[config.mk]
export PLATFORM = sky130hd
export DESIGN_NAME = buzzer_arbiter
export DESIGN_NICKNAME = d
export VERILOG_FILES = /design/src/rtl/buzzer_pkg.sv /design/src/rtl/tone_divider.sv /design/src/rtl/buzzer_arbiter.sv
export SDC_FILE = /design/constraint.sdc
export NUM_CORES = 1
export LEC_CHECK = 0
export ABC_CLOCK_PERIOD_IN_PS = 8800
export CORE_ASPECT_RATIO = 0.5
export CORE_MARGIN = 1
export CORE_UTILIZATION = 65
export CTS_BUF_LIST = sky130_fd_sc_hd__clkbuf_8
export DETAILED_ROUTE_END_ITERATION = 7
export DONT_BUFFER_PORTS = 1
export GPL_TIMING_DRIVEN = 0
export PLACE_DENSITY = 0.81
export SLEW_MARGIN = 20
export SYNTH_ARGS = -nofsm -noshare
export SYNTH_HDL_FRONTEND = slang
export SYNTH_SLANG_ARGS = --single-unit
[constraint.sdc]
create_clock -name clk -period 8.8 [get_ports clk]
set_clock_uncertainty 0.15 [all_clocks]
set_input_delay 2.2 -clock clk [delete_from_list [all_inputs] [get_ports clk]]
set_output_delay 2.2 -clock clk [all_outputs]
set_load 0.005 [all_outputs]
[src/rtl/buzzer_pkg.sv]
// Shared constants and state encoding for the buzzer arbiter and its tone divider.
package buzzer_pkg;

  localparam int PW_DEF = 17;
  localparam int RW_DEF = 11;

  // Note periods in clk cycles; M0 doubles as the default rest timing period.
  localparam int M0 = 98800;
  localparam int M1 = 95600;
  localparam int M2 = 85150;
  localparam int M3 = 75850;
  localparam int M4 = 71600;
  localparam int M5 = 63750;
  localparam int M6 = 56800;
  localparam int M7 = 50600;

  typedef enum logic [1:0] {
    ST_IDLE = 2'd0,
    ST_PLAY = 2'd1,
    ST_GAP  = 2'd2
  } state_t;

endpackage

[src/rtl/tone_divider.sv]
// Square-wave generator for one note: period counter, repeat counter and registered buzzer level.
module tone_divider
  import buzzer_pkg::*;
#(
  parameter int PW = PW_DEF,
  parameter int RW = RW_DEF
) (
  input  logic          clk,
  input  logic          rst_n,
  input  logic          run,
  input  logic [PW-1:0] per,
  input  logic [RW-1:0] rep,
  input  logic          rest,
  output logic          last,
  output logic          buzzer
);

  logic [PW-1:0] cnt0;
  logic [RW-1:0] cnt1;
  logic          wrap;

  assign wrap = (cnt0 == per - PW'(1));
  assign last = run && wrap && (cnt1 == rep - RW'(1));

  // NOTE: sequential state uses non-blocking assignments so every register samples pre-edge values.
  always_ff @(posedge clk or negedge rst_n) begin
    if (!rst_n) begin
      cnt0   <= '0;
      cnt1   <= '0;
      buzzer <= 1'b1;
    end else if (!run) begin
      cnt0   <= '0;
      cnt1   <= '0;
      buzzer <= 1'b1;
    end else begin
      // High for the first half of each period; odd periods spend the extra cycle low.
      buzzer <= rest || (cnt0 < (per >> 1));
      if (wrap) begin
        cnt0 <= '0;
        cnt1 <= last ? '0 : cnt1 + RW'(1);
      end else begin
        cnt0 <= cnt0 + PW'(1);
      end
    end
  end

endmodule

[src/rtl/buzzer_arbiter.sv]
// Fixed-priority, non-preemptive owner of the buzzer pin: grant, play one note, silent gap, done.
module buzzer_arbiter
  import buzzer_pkg::*;
#(
  parameter int NREQ     = 3,
  parameter int PW       = PW_DEF,
  parameter int RW       = RW_DEF,
  parameter int REST_PER = M0,
  parameter int GAP_CYC  = 1000
) (
  input  logic                 clk,
  input  logic                 rst_n,
  input  logic [NREQ-1:0]      req,
  input  logic [NREQ*PW-1:0]   period,
  input  logic [NREQ*RW-1:0]   repeat_n,
  input  logic                 abort,
  output logic [NREQ-1:0]      ack,
  output logic [NREQ-1:0]      done,
  output logic                 busy,
  output logic [((NREQ > 1) ? $clog2(NREQ) : 1)-1:0] owner,
  output logic                 buzzer
);

  localparam int OW = (NREQ > 1) ? $clog2(NREQ) : 1;
  localparam int GW = (GAP_CYC > 0) ? $clog2(GAP_CYC + 1) : 1;
  localparam logic [GW-1:0]   GAP_LAST = GW'((GAP_CYC > 0) ? GAP_CYC - 1 : 0);
  localparam logic [NREQ-1:0] ONE      = NREQ'(1);

  state_t        state, state_d;
  logic [OW-1:0] grant_idx;
  logic          grant_any, do_grant, do_done;
  logic          note_last, gap_last, run;
  logic [PW-1:0] sel_period, per_q;
  logic [RW-1:0] sel_rep, rep_q;
  logic          rest_q;
  logic [GW-1:0] gcnt;

  // Lowest set index wins: scan downwards so the last hit is the highest priority.
  always_comb begin
    grant_any = 1'b0;
    grant_idx = '0;
    for (int i = NREQ - 1; i >= 0; i--) begin
      if (req[i]) begin
        grant_any = 1'b1;
        grant_idx = OW'(i);
      end
    end
  end

  assign sel_period = period[int'(grant_idx)*PW +: PW];
  assign sel_rep    = repeat_n[int'(grant_idx)*RW +: RW];
  assign gap_last   = (gcnt == GAP_LAST);
  assign run        = (state == ST_PLAY) && !abort;
  assign busy       = (state != ST_IDLE);

  // NOTE: every always_comb output gets a default first, so no path can infer a latch.
  always_comb begin
    state_d  = state;
    do_grant = 1'b0;
    do_done  = 1'b0;
    case (state)
      ST_IDLE: begin
        if (grant_any && !abort) begin
          do_grant = 1'b1;
          state_d  = ST_PLAY;
        end
      end
      ST_PLAY: begin
        if (abort || (note_last && GAP_CYC == 0)) begin
          do_done = 1'b1;
          state_d = ST_IDLE;
        end else if (note_last) begin
          state_d = ST_GAP;
        end
      end
      ST_GAP: begin
        if (abort || gap_last) begin
          do_done = 1'b1;
          state_d = ST_IDLE;
        end
      end
      default: state_d = ST_IDLE;
    endcase
  end

  always_ff @(posedge clk or negedge rst_n) begin
    if (!rst_n) state <= ST_IDLE;
    else        state <= state_d;
  end

  always_ff @(posedge clk or negedge rst_n) begin
    if (!rst_n) begin
      ack    <= '0;
      done   <= '0;
      owner  <= '0;
      per_q  <= '0;
      rep_q  <= '0;
      rest_q <= 1'b0;
      gcnt   <= '0;
    end else begin
      ack  <= do_grant ? (ONE << grant_idx) : '0;
      done <= do_done  ? (ONE << owner)     : '0;
      if (do_grant) begin
        owner  <= grant_idx;
        rest_q <= (sel_period < PW'(2));
        per_q  <= (sel_period < PW'(2)) ? PW'(REST_PER) : sel_period;
        rep_q  <= (sel_rep == '0) ? RW'(1) : sel_rep;
      end
      if (state == ST_GAP && !abort && !gap_last) gcnt <= gcnt + GW'(1);
      else                                        gcnt <= '0;
    end
  end

  tone_divider #(
    .PW (PW),
    .RW (RW)
  ) u_tone (
    .clk    (clk),
    .rst_n  (rst_n),
    .run    (run),
    .per    (per_q),
    .rep    (rep_q),
    .rest   (rest_q),
    .last   (note_last),
    .buzzer (buzzer)
  );

endmodule

# --- Word-level counts from Yosys, hierarchy flattened ---
# Cells that the tools add are included.
totals:
  ramBits: 0
  register_bits: 78
  wordCells: 74
  input_bits: 90
  mem_bits_ro: 0
  out_inout_bits: 10
  latch_bits: 0
  memories: 0
op_classes:
  muxes: 27
  magnitude_cmp: 2
  bitwise_logic: 0
  mul: 2
  n_eq_ne: 9
  div_mod_pow: 0
  shift: 4
  reduce_logical: 14
  addsub: 5
ops:
  columns: ["op", "n"]
  rows:
  - ["two-way mux 17 bit", 3]
  - ["variable part select 51 x 8 -> 17 bit", 1]
  - ["two-way mux 11 bit", 4]
  - ["variable part select 33 x 7 -> 11 bit", 1]
  - ["adder 17 x 1 -> 17 bit (second input constant)", 1]
  - ["== test 17 bit", 1]
  - ["less-than comparator 17 x 16 -> 1 bit", 1]
  - ["less-than comparator 17 x 2 -> 1 bit (second input constant)", 1]
  - ["subtractor 17 x 1 -> 17 bit (second input constant)", 1]
  - ["two-way mux 2 bit", 7]
  - ["adder 11 x 1 -> 11 bit (second input constant)", 1]
  - ["== test 11 bit", 1]
  - ["zero test 11 bit", 1]
  - ["subtractor 11 x 1 -> 11 bit (second input constant)", 1]
  - ["adder 10 x 1 -> 10 bit (second input constant)", 1]
  - ["== test 10 bit (second input constant)", 1]
  - ["two-way mux 10 bit", 1]
  - ["two-way mux 1 bit", 8]
  - ["multiplier 2 x 5 -> 7 bit (second input constant)", 1]
  - ["logical AND 1 bit", 6]
  - ["multiplier 2 x 4 -> 6 bit (second input constant)", 1]
  - ["two-way mux 3 bit", 2]
  - ["!= test 2 bit (second input constant)", 3]
  - ["case mux 2 bit (3 select lines)", 1]
  - ["10 further kinds", 13]

# --- Logic depth before layout (Yosys ltp) ---
logic_depth:
  ltp_word: 7
  ltp_mapped: 11
  depth_no_buf: 9

# --- Hierarchy ---
# Synthesis repeated with hierarchy kept, for this count alone.
hier_totals:
  cells_unflattened: 635
  hier_area_um2: 5509.0
by_module_without_submodules:
  columns: ["mod", "instances", "area_each_um2", "seq_area_each_um2", "cells_per_inst"]
  rows:
  - ["tone_divider", 1, 2852.7, 726.9, 344]
  - ["buzzer_arbiter", 1, 2656.3, 1226.2, 291]

# --- Worst setup path after synthesis ---
# Ideal clock, no wire load.
synth_path:
  path_kind: "input-to-reg"
  startpoint: "input port req[1]"
  endpoint: "register per_q[0]"
  required_time_ns: 8.529
  setup_ns: 0.121
  path_buffers: 3
  arrival_time_ns: 4.442
  cell_stages: 10
  setup_slack_ns: 4.087
  path_cell_list: "nor2b_1 -> buf_2 -> clkbuf_1 -> mux2i_1 -> nor2_1 -> a21oi_1 -> nand4_1 -> or4_1 -> clkbuf_1 -> a22o_1"
synth_via:
  elab_chain_cells: 6
  word_cells_on_any_way: 11
  cone_classes: "1 x mul; 1 x order compare; 1 x shift; 7 x mux; 1 x reduce/logical"
synth_lines:
  columns: ["element", "line_no", "source"]
  rows:
  - ["start: declaration", "buzzer_arbiter.sv:13", "input logic [NREQ-1:0] req,"]
  - ["two-way mux 2 bit (2 in a row)", "buzzer_arbiter.sv:43", "if (req[i]) begin"]
  - ["multiplier 2 x 5 -> 7 bit", "buzzer_arbiter.sv:50", "assign sel_period = period[int'(grant_idx)*PW +: PW];"]
  - ["variable part select 51 x 8 -> 17 bit", "buzzer_arbiter.sv:50", null]
  - ["less-than comparator 17 x 2 -> 1 bit", "buzzer_arbiter.sv:106", "per_q <= (sel_period < PW'(2)) ? PW'(REST_PER) : sel_period;"]
  - ["two-way mux 17 bit", "buzzer_arbiter.sv:106", null]
  - ["end signal: assignment", "buzzer_arbiter.sv:106", null]
  - ["end: declaration", "buzzer_arbiter.sv:33", "logic [PW-1:0] sel_period, per_q;"]
# Several ways; a longest one is shown, not always the timed one.
# A chain may end at the register's enable or synchronous reset.

# --- Worst setup path in the final report ---
# Ends and elaborated chain as after synthesis.

==> run summary <==
number of synthesized flops with an enable pin: 0
Hold Fails Final Rpt: 0
Post-Syn Area: 0.00536 mm2
drt first pass iters: 5
via count: 4693
post-route clock period utilization: 55.3%
WS Path Type: input pin to register
drt total wl: 13.1 mm
GRT met2 Usage: 54.9%
row cnt: 22
switching share of power: 41.1%
met1 usage: 43.5%
crit end category: register
Core ar.: 0.00765 mm2
LEAKAGE: 2.46 nW
cell mode on critical path: clkbuf_1
clock buffer depth: 2
Synth Flop Type: dfrtp_1
slowest stage delay, CP: 0.47 ns
Final nets: 741
relative slew slack: 43.8%
#FFs+latches synth: 78
Buf/Inv on CP: 3
final slew viol count: 0
power density over cell area: 246 mW/mm2
initial antenna violation count: 0
GP Congestion: 0.891
CTS Root Buffer Type: clkbuf_8
Ys Warns: 0
Synth Net Count: 730
post-synthesis xor/xnor area fraction: 8.50%
CP max stage cell: or4_1
CP Max Fanout: 10
Area growth, synth to finish: 6.68%
Seq/Total Area, Yosys: 36.5%
H-tree levels: 3
simple-gate portion of the synthesized area: 24.1%
post-CTS sizing: 0
internal cell power: 0.828 mW
gr busiest metal: met2
global-route wire length before repair: 21.7 mm
mux contribution to synthesized area: 5.82%
Skew-Pair Late Insertion Delay: 0.36 ns
grt total ovfl: 0
Avg Vias per Cell: 6.33
fin crit period: 4.87 ns
cts hold-fix bufs: 0
number of remaining DRC errors: 0
status: finished clean
fraction of layout cells with a size suffix above 1: 5.69%
FF-to-FF setup slack: 5.21 ns
Comb power frac: 40.7%
die width: 130 um
Final setup viols: 0
CTS tree: yes
CP delay by family, top: buffers and inverters
Worst-path clk slew: 0.09 ns
RSZ-0062 raised after global routing: false
clock tree sinks: 78
largest net degree at the start of global routing: 79
Synth Area per Inst: 8.68 um2
DRT iter0 DRCs: 299
largest family of logic cells by synthesized area: simple AND/OR/NAND/NOR gates
die height: 66.2 um
Ports: 100
Multi-input gate area: 0.00319 mm2
total track usage: 33.4%
setup_tns: 0 ns
per-cell routed wire length: 17.7 um
max-cap violation count: 0
Fill cells: 593
Post-Synthesis Cells: 617
WP data arrival: 4.98 ns
initial cell density of the core: 70.0%
# diodes: 0
clock network power share: 21.3%
Reg area: 0.00195 mm2
# port buffers: 0
fmax: 206 MHz
sequential power share: 38.0%
slew of the pin with the lowest slew margin: 0.836 ns
Antenna Nets Post-Route: 0
post-synthesis adder-cell area fraction: 5.37%
vias in the first global route: 4482
post-CTS setup buffer count: 0
die area: 0.00863 mm2
post-synthesis compound-gate area fraction: 15.6%
startpoint types: input pin
met3 usage: 7.93%
cells along the critical path: nor2b_1, buf_2, clkbuf_1, mux2i_1, nor2_1, a21oi_1, nand4_1, or4_1, clkbuf_1, a22o_1
Num CTS Buffers: 9
VDD IR max: 175 uV
library cells used by synthesis: 66
total power: 1.41 mW
asr flop ratio synth: 100%
Worst EP required: 8.91 ns
min-delay worst type: register to register
post-DP HPWL: 9.95 mm
P_sw: 0.579 mW
-- path summary, 6_finish.rpt --
path / to / startpoint / cells after the start
worst max-delay path: per_q[0]$_DFFE_PN0P_ / req[1] / 10
worst min-delay path: gcnt[0]$_DFF_PN0_ / gcnt[0]$_DFF_PN0_ / 1
worst max register to register: state[0]$_DFFE_PN0P_ / per_q[2]$_DFFE_PN0P_ / 6
worst min register to register: gcnt[0]$_DFF_PN0_ / gcnt[0]$_DFF_PN0_ / 1
max in group asynchronous: u_tone.buzzer$_DFF_PN1_ / rst_n / 0
min in group asynchronous: u_tone.cnt0[9]$_DFF_PN0_ / rst_n / 0
-- sequential cells by signal (all words and copies together) (netlist names) --
name and count:
ack 3, done 3, gcnt 10, owner 2
per_q 17, rep_q 11, rest_q 1, state 2
u_tone.buzzer 1, u_tone.cnt0 17, u_tone.cnt1 11
-- power groups by stage --
stage	Clock [mW]	Sequential [mW]	Combinational, mW
after floorplan	0	0.508	0.445
after global placement	0	0.534	0.535
after detailed placement	0	0.536	0.557
after CTS	0.306	0.530	0.562
after global routing	0.319	0.548	0.635
final	0.300	0.534	0.572
-- worst register-to-register path, cell delays in order (launching register included) --
cell and delay (ns):
dfrtp_1 0.47, nor4_1 0.76, nand4_1 0.28, or4_4 0.56, a2111oi_4 0.76, a41oi_1 0.29
a2bb2oi_1 0.21
-- per-layer routing --
layer	wire length, um	share of wire [%]	vias to the layer above
li1	-	-	2238
met4	230	1.7	0
met3	879	6.7	29
met1	5960	45	2255
met2	6080	46	171
met5	0	0	-
-- final cells by class --
cell class	instances	area share [%]
Multi-Input combinational cell	485	55.8
Sequential cell	78	34.2
Clock buffer	10	2.41
Tap cell	108	2.36
Buffer	27	2.04
Inverter	27	1.77
Clock inverter	6	1.49
-- per-stage QoR --
| stage | worst slack (ns) | instances | area [um2] | hold slack, ns | util (%) |
|---|---|---|---|---|---|
| CTS | 3.98 | 741 | 5720 | 0.315 | 74.7 |
| floorplan | 4.09 | 617 | 5360 | 0.283 | - |
| global placement | 3.63 | 725 | 5490 | 0.300 | 71.8 |
| detailed placement | 3.57 | 725 | 5490 | 0.305 | 71.8 |
| finish | 3.93 | 741 | 5720 | 0.311 | 74.7 |
| global route | 3.70 | 741 | 5720 | 0.332 | 74.7 |
-- kinds of logic after synthesis --
logic type	count (synthesis)
simple gates	254
xor+xnor	52
buf+inv	54
fa+ha+maj	23
mux	31
compound gates	125
flops	78
-- synth_stat cells, types with 3 or more instances --
master | instances | area share [%]
o211ai_1 | 8 | 1.1
o22ai_1 | 7 | 0.82
nand2_1 | 59 | 4.1
xor2_1 | 26 | 4.3
o2111ai_1 | 3 | 0.49
mux2i_1 | 30 | 5.6
nand4_1 | 13 | 1.5
and3_1 | 16 | 1.9
inv_1 | 27 | 1.9
nand3b_1 | 4 | 0.56
a21oi_1 | 28 | 2.6
nor2_1 | 67 | 4.7
o21ai_0 | 26 | 2.4
a31oi_1 | 10 | 1.2
ha_1 | 23 | 5.4
nand3_1 | 29 | 2.7
and2_1 | 4 | 0.47
xnor2_1 | 26 | 4.3
buf_1 | 3 | 0.21
buf_2 | 3 | 0.28
nand2b_1 | 9 | 1.1
nor3b_1 | 7 | 0.98
dfrtp_1 | 77 | 36
nor3_1 | 12 | 1.1
a21o_1 | 9 | 1.3
or4_1 | 5 | 0.70
nor2b_1 | 6 | 0.70
clkbuf_1 | 19 | 1.3
o31ai_1 | 3 | 0.42
a211oi_1 | 5 | 0.70
nor4_1 | 8 | 0.93
-- layout by cell type (no fill, tap or decap), drive strengths merged, types with 3 or more instances in the layout --
cell / Yosys / routed
a21oi: 28 / 28
nor3: 12 / 12
inv: 27 / 27
nand2: 60 / 60
nand2b: 9 / 9
mux2i: 30 / 30
nor4: 10 / 10
o2111ai: 3 / 3
nor2b: 6 / 6
o211ai: 8 / 8
o21ai: 29 / 29
or4: 7 / 7
a31oi: 10 / 10
o22ai: 7 / 7
xnor2: 26 / 26
dfrtp: 77 / 77
nand3b: 4 / 4
clkbuf: 19 / 29
ha: 23 / 23
xor2: 26 / 26
a21o: 9 / 9
and3: 16 / 16
and2: 4 / 4
o31ai: 3 / 3
nand3: 29 / 29
nor3b: 8 / 8
a211oi: 5 / 5
nor2: 67 / 67
nand4: 13 / 13
buf: 8 / 8
Power figures use the tool's default switching activity.
